==> src/rtl/fht_io_sequencer.sv <==
// fht_io_sequencer: frame sequencer for the FHT core. It loads one frame
// into the four data banks, starts the engine, waits for it, then unloads.
// Optional macro FHT_SEQ_BITREV_EN: when defined, the load index is the
// bit-reversed sample count; when undefined, frames load in natural order.
// Ports:
//   iCLK, iRESET          clock, asynchronous active-high reset
//   iDATA/iVALID/oREADY   input sample stream
//   oDATA/oVALID/iREADY   output sample stream, oLAST on sample N-1
//   oFHT_START, iFHT_RDY  engine start pulse and idle flag
//   oBANK_*               bank port (owned by sequencer when oBANK_OWN=1)
//   iBANK_RDATA           bank read data, one cycle after address
//   oBUSY                 high in every state except IDLE
module fht_io_sequencer #(
    parameter int A_BIT = 8,
    parameter int D_BIT = 16
) (
    input  logic             iCLK,
    input  logic             iRESET,
    input  logic [D_BIT-1:0] iDATA,
    input  logic             iVALID,
    output logic             oREADY,
    output logic [D_BIT-1:0] oDATA,
    output logic             oVALID,
    input  logic             iREADY,
    output logic             oLAST,
    output logic             oFHT_START,
    input  logic             iFHT_RDY,
    output logic             oBANK_OWN,
    output logic [1:0]       oBANK_SEL,
    output logic [A_BIT-1:0] oBANK_ADDR,
    output logic             oBANK_WE,
    output logic [D_BIT-1:0] oBANK_WDATA,
    input  logic [D_BIT-1:0] iBANK_RDATA,
    output logic             oBUSY
);

    localparam int K_W = A_BIT + 2;
    localparam logic [K_W-1:0] K_LAST = {K_W{1'b1}};

    typedef enum logic [2:0] {
        S_IDLE,
        S_LOAD,
        S_START,
        S_RUN,
        S_UNLOAD
    } state_t;

    state_t state;
    state_t state_nxt;

    logic [K_W-1:0] k_cnt;
    logic [K_W-1:0] r_cnt;
    logic [K_W-1:0] o_cnt;
    logic [K_W-1:0] j_idx;
    logic           r_done;
    logic           seen_busy;
    logic           rd_pend;

    logic [D_BIT-1:0] fifo_mem [2];
    logic             fifo_wp;
    logic             fifo_rp;
    logic [1:0]       fifo_cnt;

    logic       load_ph;
    logic       beat;
    logic       xfer;
    logic       issue;
    logic [2:0] occ;

`ifdef FHT_SEQ_BITREV_EN
    function automatic logic [K_W-1:0] bitrev(input logic [K_W-1:0] v);
        logic [K_W-1:0] res;
        for (int i = 0; i < K_W; i++) begin
            res[i] = v[K_W-1-i];
        end
        return res;
    endfunction

    assign j_idx = bitrev(k_cnt);
`else
    assign j_idx = k_cnt;
`endif

    assign load_ph = (state == S_IDLE) || (state == S_LOAD);
    // Gate with reset so the bank port shows no write while reset is held.
    assign beat    = load_ph & iVALID & ~iRESET;

    assign oVALID  = (fifo_cnt != 2'd0);
    assign oDATA   = fifo_mem[fifo_rp];
    assign xfer    = oVALID & iREADY;
    assign oLAST   = oVALID & (state == S_UNLOAD) & (o_cnt == K_LAST);
    assign oBUSY   = (state != S_IDLE);

    // Occupancy counts the head leaving this cycle as already gone, so a
    // read can be issued every cycle while the consumer keeps up.
    assign occ   = {1'b0, fifo_cnt} + {2'b00, rd_pend} - {2'b00, xfer};
    assign issue = (state == S_UNLOAD) & ~r_done & (occ < 3'd2);

    always_comb begin
        state_nxt   = state;
        oREADY      = 1'b0;
        oBANK_OWN   = 1'b1;
        oFHT_START  = 1'b0;
        oBANK_WE    = 1'b0;
        oBANK_SEL   = 2'd0;
        oBANK_ADDR  = '0;
        oBANK_WDATA = '0;
        unique case (state)
            S_IDLE, S_LOAD: begin
                oREADY = 1'b1;
                if (beat) begin
                    oBANK_WE    = 1'b1;
                    oBANK_WDATA = iDATA;
                    oBANK_SEL   = j_idx[1:0];
                    oBANK_ADDR  = j_idx[K_W-1:2];
                    if (k_cnt == K_LAST) begin
                        state_nxt = S_START;
                    end else begin
                        state_nxt = S_LOAD;
                    end
                end
            end
            S_START: begin
                oFHT_START = 1'b1;
                oBANK_OWN  = 1'b0;
                state_nxt  = S_RUN;
            end
            S_RUN: begin
                oBANK_OWN = 1'b0;
                // Wait for the engine to go busy and come back idle.
                if (seen_busy && iFHT_RDY) begin
                    state_nxt = S_UNLOAD;
                end
            end
            S_UNLOAD: begin
                oBANK_SEL  = r_cnt[1:0];
                oBANK_ADDR = r_cnt[K_W-1:2];
                if (xfer && (o_cnt == K_LAST)) begin
                    state_nxt = S_IDLE;
                end
            end
            default: begin
                state_nxt = S_IDLE;
            end
        endcase
    end

    always_ff @(posedge iCLK or posedge iRESET) begin
        if (iRESET) begin
            state     <= S_IDLE;
            k_cnt     <= '0;
            r_cnt     <= '0;
            o_cnt     <= '0;
            r_done    <= 1'b0;
            seen_busy <= 1'b0;
            rd_pend   <= 1'b0;
            fifo_wp   <= 1'b0;
            fifo_rp   <= 1'b0;
            fifo_cnt  <= 2'd0;
        end else begin
            state   <= state_nxt;
            rd_pend <= issue;
            if (beat) begin
                k_cnt <= k_cnt + 1'b1;
            end
            if (state == S_RUN) begin
                if (!iFHT_RDY) begin
                    seen_busy <= 1'b1;
                end
            end else begin
                seen_busy <= 1'b0;
            end
            if (issue) begin
                r_cnt <= r_cnt + 1'b1;
                if (r_cnt == K_LAST) begin
                    r_done <= 1'b1;
                end
            end
            if (rd_pend) begin
                fifo_wp <= ~fifo_wp;
            end
            if (xfer) begin
                fifo_rp <= ~fifo_rp;
                o_cnt   <= o_cnt + 1'b1;
            end
            fifo_cnt <= fifo_cnt + {1'b0, rd_pend} - {1'b0, xfer};
            if ((state == S_UNLOAD) && (state_nxt == S_IDLE)) begin
                r_done <= 1'b0;
            end
        end
    end

    always_ff @(posedge iCLK) begin
        if (rd_pend) begin
            fifo_mem[fifo_wp] <= iBANK_RDATA;
        end
    end

endmodule

==> config.mk <==
export PLATFORM = sky130hd
export DESIGN_NAME = fht_io_sequencer
export DESIGN_NICKNAME = d
export VERILOG_FILES = /design/src/rtl/fht_io_sequencer.sv
export SDC_FILE = /design/constraint.sdc
export NUM_CORES = 1
export LEC_CHECK = 0
export CAP_MARGIN = 20
export CELL_PAD_IN_SITES_DETAIL_PLACEMENT = 1
export CELL_PAD_IN_SITES_GLOBAL_PLACEMENT = 2
export CORE_ASPECT_RATIO = 1.5
export CORE_UTILIZATION = 31
export DETAILED_ROUTE_END_ITERATION = 6
export GPL_TIMING_DRIVEN = 1
export HOLD_SLACK_MARGIN = 0.12
export PLACE_DENSITY = 0.76
export SKIP_CTS_REPAIR_TIMING = 1
export SYNTH_ARGS = -nofsm -noshare
export SYNTH_HDL_FRONTEND = slang
export SYNTH_SLANG_ARGS = --single-unit
==> constraint.sdc <==
create_clock -name iCLK -period 3.08 [get_ports iCLK]
set_input_delay 0.462 -clock iCLK [delete_from_list [all_inputs] [get_ports iCLK]]
set_output_delay 0.462 -clock iCLK [all_outputs]
set_load 0.005 [all_outputs]
After elaboration in Yosys (flattened, before gate mapping)
Memory sizes are Yosys's and may differ from the RTL's.
Index checks and enable logic that the tools add are counted.
Storage, ports and cells
  register bits: 40
  memory bits (writable): 32
  output and inout bits: 49
  word-level logic and storage cells: 74
  memories kept: 1
Cells by class
  $add $sub $neg: 7
  order comparisons: 1
  eq/ne operators: 8
  muxes and demuxes: 23
  bitwise logic cells: 11
  reduce and logical (&&, ||, !) cells: 13
Memories
  fifo_mem: depth 2, bits a word 16, rd ports 1, clocked after memory_dff 0, wr ports 1, RTL line 59  | logic [D_BIT-1:0] fifo_mem [2];
Operators by type and width (count)
  2-to-1 mux 16 bit: 2
  adder 10 x 1 -> 10 bit (second input constant): 3
  equality test 10 bit (second input constant): 3
  case mux 8 bit (2 select lines): 1
  2-to-1 mux 1 bit: 12
  case mux 3 bit (4 select lines): 1
  2-to-1 mux 3 bit: 3
  2-to-1 mux 8 bit: 1
  bitwise AND 1 bit: 7
  equality test 3 x 2 -> 1 bit (second input constant): 2
  zero test 3 bit: 2
  nonzero test 2 bit: 3
  2-to-1 mux 2 bit: 2
  inverter 1 bit: 4
  case mux 2 bit (2 select lines): 1
  OR reduction 2 bit: 2
  adder 2 x 1 -> 3 bit: 1
  equality test 3 x 1 -> 1 bit (second input constant): 1
  equality test 3 bit (second input constant): 1
  logical AND 1 bit: 3
  < comparator 3 x 2 -> 1 bit (second input constant): 1
  nonzero test 3 bit: 1
  subtractor 3 x 1 -> 3 bit: 1
  adder 2 x 1 -> 2 bit: 1
  4 further kinds: 4

Depth between registers and ports, before layout
  word-level depth: 10
  mapped depth: 11
  gate-level depth less buffers: 11

Least setup slack after synthesis
OpenSTA, ideal clock, no wires.
  kind: register to register
  start: reg fifo_cnt[1]
  end: reg r_cnt[8]
  library setup time: 0.123 ns
  arrival: 2.412 ns
  required time: 2.957 ns
  setup slack: 0.544 ns
  cell stages (with the launch flop): 11
  buffers on the path: 0
  clock period less this slack: 2.536 ns
  path through: dfrtp_1 > o21ai_1 > inv_1 > ha_1 > inv_1 > ha_1 > fa_1 > xor2_1 > nand4_1 > nand2b_1 > xnor2_1
Between the ends
  longest elaborated chain between the ends: 5
  elaborated cells between the ends (all ways): 6
RTL lines
  start, declared: RTL line 62  | logic [1:0] fifo_cnt;
  start signal, assigned: RTL line 186  | fifo_cnt <= fifo_cnt + {1'b0, rd_pend} - {1'b0, xfer};
  nonzero test 2 bit: RTL line 88  | assign oVALID = (fifo_cnt != 2'd0);
  bitwise AND 1 bit: RTL line 90  | assign xfer = oVALID & iREADY;
  named net xfer: RTL line 66  | logic xfer;
  subtractor 3 x 1 -> 3 bit: RTL line 96  | assign occ = {1'b0, fifo_cnt} + {2'b00, rd_pend} - {2'b00, xfer};
  < comparator 3 x 2 -> 1 bit: RTL line 97  | assign issue = (state == S_UNLOAD) & ~r_done & (occ < 3'd2);
  bitwise AND 1 bit: RTL line 97
  end signal, assigned: RTL line 174  | r_cnt <= r_cnt + 1'b1;
  end, declared: RTL line 52  | logic [K_W-1:0] r_cnt;
The timed path passes the listed nets, and every way through them passes these cells.
A chain may end at the register's enable or synchronous reset.

Worst setup path after layout
  start: in iRESET
  end: out oBANK_ADDR[2]
Between the ends
  longest elaborated chain between the ends: 4
RTL lines
  start, declared: RTL line 18  | input logic iRESET,
  inverter 1 bit: RTL line 86  | assign beat = load_ph & iVALID & ~iRESET;
  bitwise AND 1 bit: RTL line 86
  2-to-1 mux 8 bit: RTL line 111  | if (beat) begin
  case mux 8 bit (2 select lines): RTL line 108  | unique case (state)
  end, declared: RTL line 30  | output logic [A_BIT-1:0] oBANK_ADDR,
No other way between the ends.

==> impl_metrics.yaml <==
setup_path:
  required_ns: 2.62
  r2r_slack_ns: 0.57
  r2r-start: "fifo_cnt[1]"
  critical_path_peak_fanout: 34
  critical_path.max_stage_delay_ns: 0.54
  path_class: "input pin to primary output"
  r2r_cells: 11
  crit_family: "buffers and inverters"
  r2r-end: "r_cnt[2]"
  cpMaxStageDelayCell: "clkdlybuf4s50_1"
  path_cells: "clkdlybuf4s50_1 > nor4b_4 > buf_12 > nand2_1 > o21ai_0 > clkdlybuf4s50_1"
  cp.arrival_ns: 2.11
  cp_common_cell: "clkdlybuf4s50_1"
  crit_buf_inv: 3
  crit_path_end_kind: "primary output"
  crit_path_start_kind: "input pin"
synthesis:
  syn_nets: 289
  syn_inst: 246
  ys_types: 31
  synth.top_cell.area_share: 0.315
  synthTopCellsByArea: "dfrtp_1 32%, edfxtp_1 30%, xnor2_1 6.1%, mux2_2 6.0%, and2_1 3.3%"
  synth_seq_cells: 72
  synth.most_common_cell: "dfrtp_1"
  yosysSeqAreaShare: 0.618
  yosysTopAreaCell: "dfrtp_1"
  async_reset_ff_frac: 0.556
  synth_commonest_cells: "40 x dfrtp_1, 32 x edfxtp_1, 22 x nand2_1, 22 x xnor2_1"
  synth_edf_count: 32
  ys.flop_type: "dfrtp_1"
  netlist_area_um2: 3180
  yosysWarnings: 0
  synth_area_per_cell_um2: 12.9
power:
  power_w: 0.00290
  p_leak_nw: 1.79
  ir_drop_v: 0.000294
  p_per_area_nw_per_um2: 651
routing:
  num_vias: 2219
  first_pass_iters: 7
  drt-wirelength-per-cell_um: 14.7
  post-route-drc-count: 5
  ant_nets: 0
  drt-initial-drc-count: 67
  routed_wl_um: 6790
  viasPerCell: 4.81
place:
  place_area_um2: 4200
  io_buffers: 85
  place_hpwl_um: 4790
  routabilityCongestion: 0.730
floorplanning:
  dieArea_um2: 10700
  dieWidth_um: 84.6
  io_pins: 86
  initial_core_util: 0.324
  die_y_um: 126
  fp-row-count: 44
  coreArea_um2: 9800
global_route:
  grt_use_total: 0.145
  antenna_found_initial: 0
  grt_pass1_wl_um: 12000
  grt_overflow: 0
  grt_max_degree: 41
  grt_pass1_vias: 2395
cells_and_area:
  area_growth_syn_to_layout_pct: 40.3
  postLayoutCoreUtil: 0.455
  final_area_um2: 4450
  drive_above_1_share: 0.110
  nFillCells: 1053
  multi_input_area_um2: 1150
  ff_latch_area_um2: 1960
  final_nets: 384
  antennaDiodeCount: 0
outcome:
  outcome: "finished, violations left"
  violations: "DRC"
sta:
  hold_viol: 0
  setup_viol: 0
  clock_skew_ns: 0.00256
  rsz0062_at_grt: "no"
  max-slew-margin-rel: 0.490
  period_share: 0.834
  period_minus_slack_ns: 2.57
  whs_ns: 0.474
  drv_slew: 0
  worst_pin_slew_ns: 0.764
  fmax_ghz: 0.389
  fin_setup_tns_ns: 0
clock_network:
  clkTransAtPathRegs_ns: 0.05
  ctsHtreeMaxLevel: 3
  cts_tree: "done"
  cts_sinks: 72
  cts_made_buffers: 9
  clk_path_buf_depth: 2
  clk_latency_ns: 0.33
  cts_root_buf: "clkbuf_16"
hold_path:
  holdPathEnd: "o_cnt[7]"
  hold_start: "o_cnt[7]"
  min_path_type: "flip-flop to flip-flop"
  hold-path-cell-count: 1
run:
  cap_violations: 0
## worst reg2reg max path: stages (launching register included)
cell     delay [ns]
dfrtp_1        0.40
o21ai_1        0.20
inv_1          0.09
ha_1           0.28
inv_1          0.04
ha_1           0.18
fa_1           0.38
xor2_1         0.26
nand3_1        0.20
inv_1          0.17
nand2_1        0.09
xnor2_1        0.12
## stage by stage
step	setup WS (ns)	std cells
after detailed placement	0.193	445
after global placement	0.290	445
after global routing	0.313	461
after floorplan	0.544	246
after CTS	0.489	461
final	0.511	461
## power by group
group | internal (W) | switching, W
Sequential | 0.00111 | 0.000165
Combinational | 0.000453 | 0.000262
Clock | 0.000536 | 0.000368
## logic make-up (layout without fill, tap and decap cells)
family	count (synthesis)	after routing	share of synthesized area
adder cells (fa/ha/maj)	6	6	0.0260
XOR/XNOR	30	30	0.0827
flip-flops	72	72	0.618
buffers and inverters	16	116	0.0205
AO/OA/AOI/OAI	17	17	0.0402
multiplexers	17	17	0.0603
AND/OR/NAND/NOR	88	88	0.152
## routing by layer
| layer | share of wire | routed length, µm | vias up | GRT usage |
|---|---|---|---|---|
| met4 | 0.022 | 148 | 0 | 0.0598 |
| met3 | 0.066 | 446 | 9 | 0.0459 |
| met1 | 0.41 | 2780 | 1084 | 0.172 |
| met2 | 0.50 | 3410 | 79 | 0.243 |
| met5 | 0 | 0 | - | 0 |
| li1 | - | - | 1047 | - |
## sequential cells by signal, indices dropped and copies added, names as in the netlist
register	cells
seen_busy	1
j_idx	10
r_cnt	10
fifo_wp	1
fifo_mem	32
fifo_cnt	2
state	3
o_cnt	10
fifo_rp	1
r_done	1
rd_pend	1
## area by class of cell
type                    instances  area share
inverters                       9     0.00758
clock inverters                 5     0.00562
multi-input cells             158       0.258
repair buffers                 91       0.204
flip-flops and latches         72       0.440
clock buffers                  11      0.0522
well taps                     115      0.0323
## placed cells by master, fill, tap and decap left out, types with 2 or more instances in the layout
master / instances
clkinv_1: 2
and4_1: 2
nor2_1: 13
nand3_1: 9
ha_1: 5
mux2_2: 17
dfrtp_1: 40
clkinv_2: 2
and3_1: 7
clkdlybuf4s50_1: 85
buf_4: 5
o21ai_0: 4
a22o_1: 9
xor2_1: 8
nand4_1: 7
inv_1: 9
nand2b_1: 4
xnor2_1: 22
edfxtp_1: 32
clkbuf_1: 2
and2_1: 17
clkbuf_16: 9
nand2_1: 22
## worst max-delay path by stage
stage / cells after the start / from / slack (ns) / end
final: 6 / iRESET / 0.51 / oBANK_ADDR[2]
after global routing: 11 / iREADY / 0.31 / r_cnt[8]
after CTS: 4 / o_cnt[4] / 0.49 / oLAST
after detailed placement: 11 / iREADY / 0.19 / r_cnt[8]
after global placement: 11 / iREADY / 0.29 / r_cnt[8]
after floorplan: 10 / fifo_cnt[1] / 0.54 / r_cnt[8]
No activity file was read; power rests on OpenSTA's default activity.
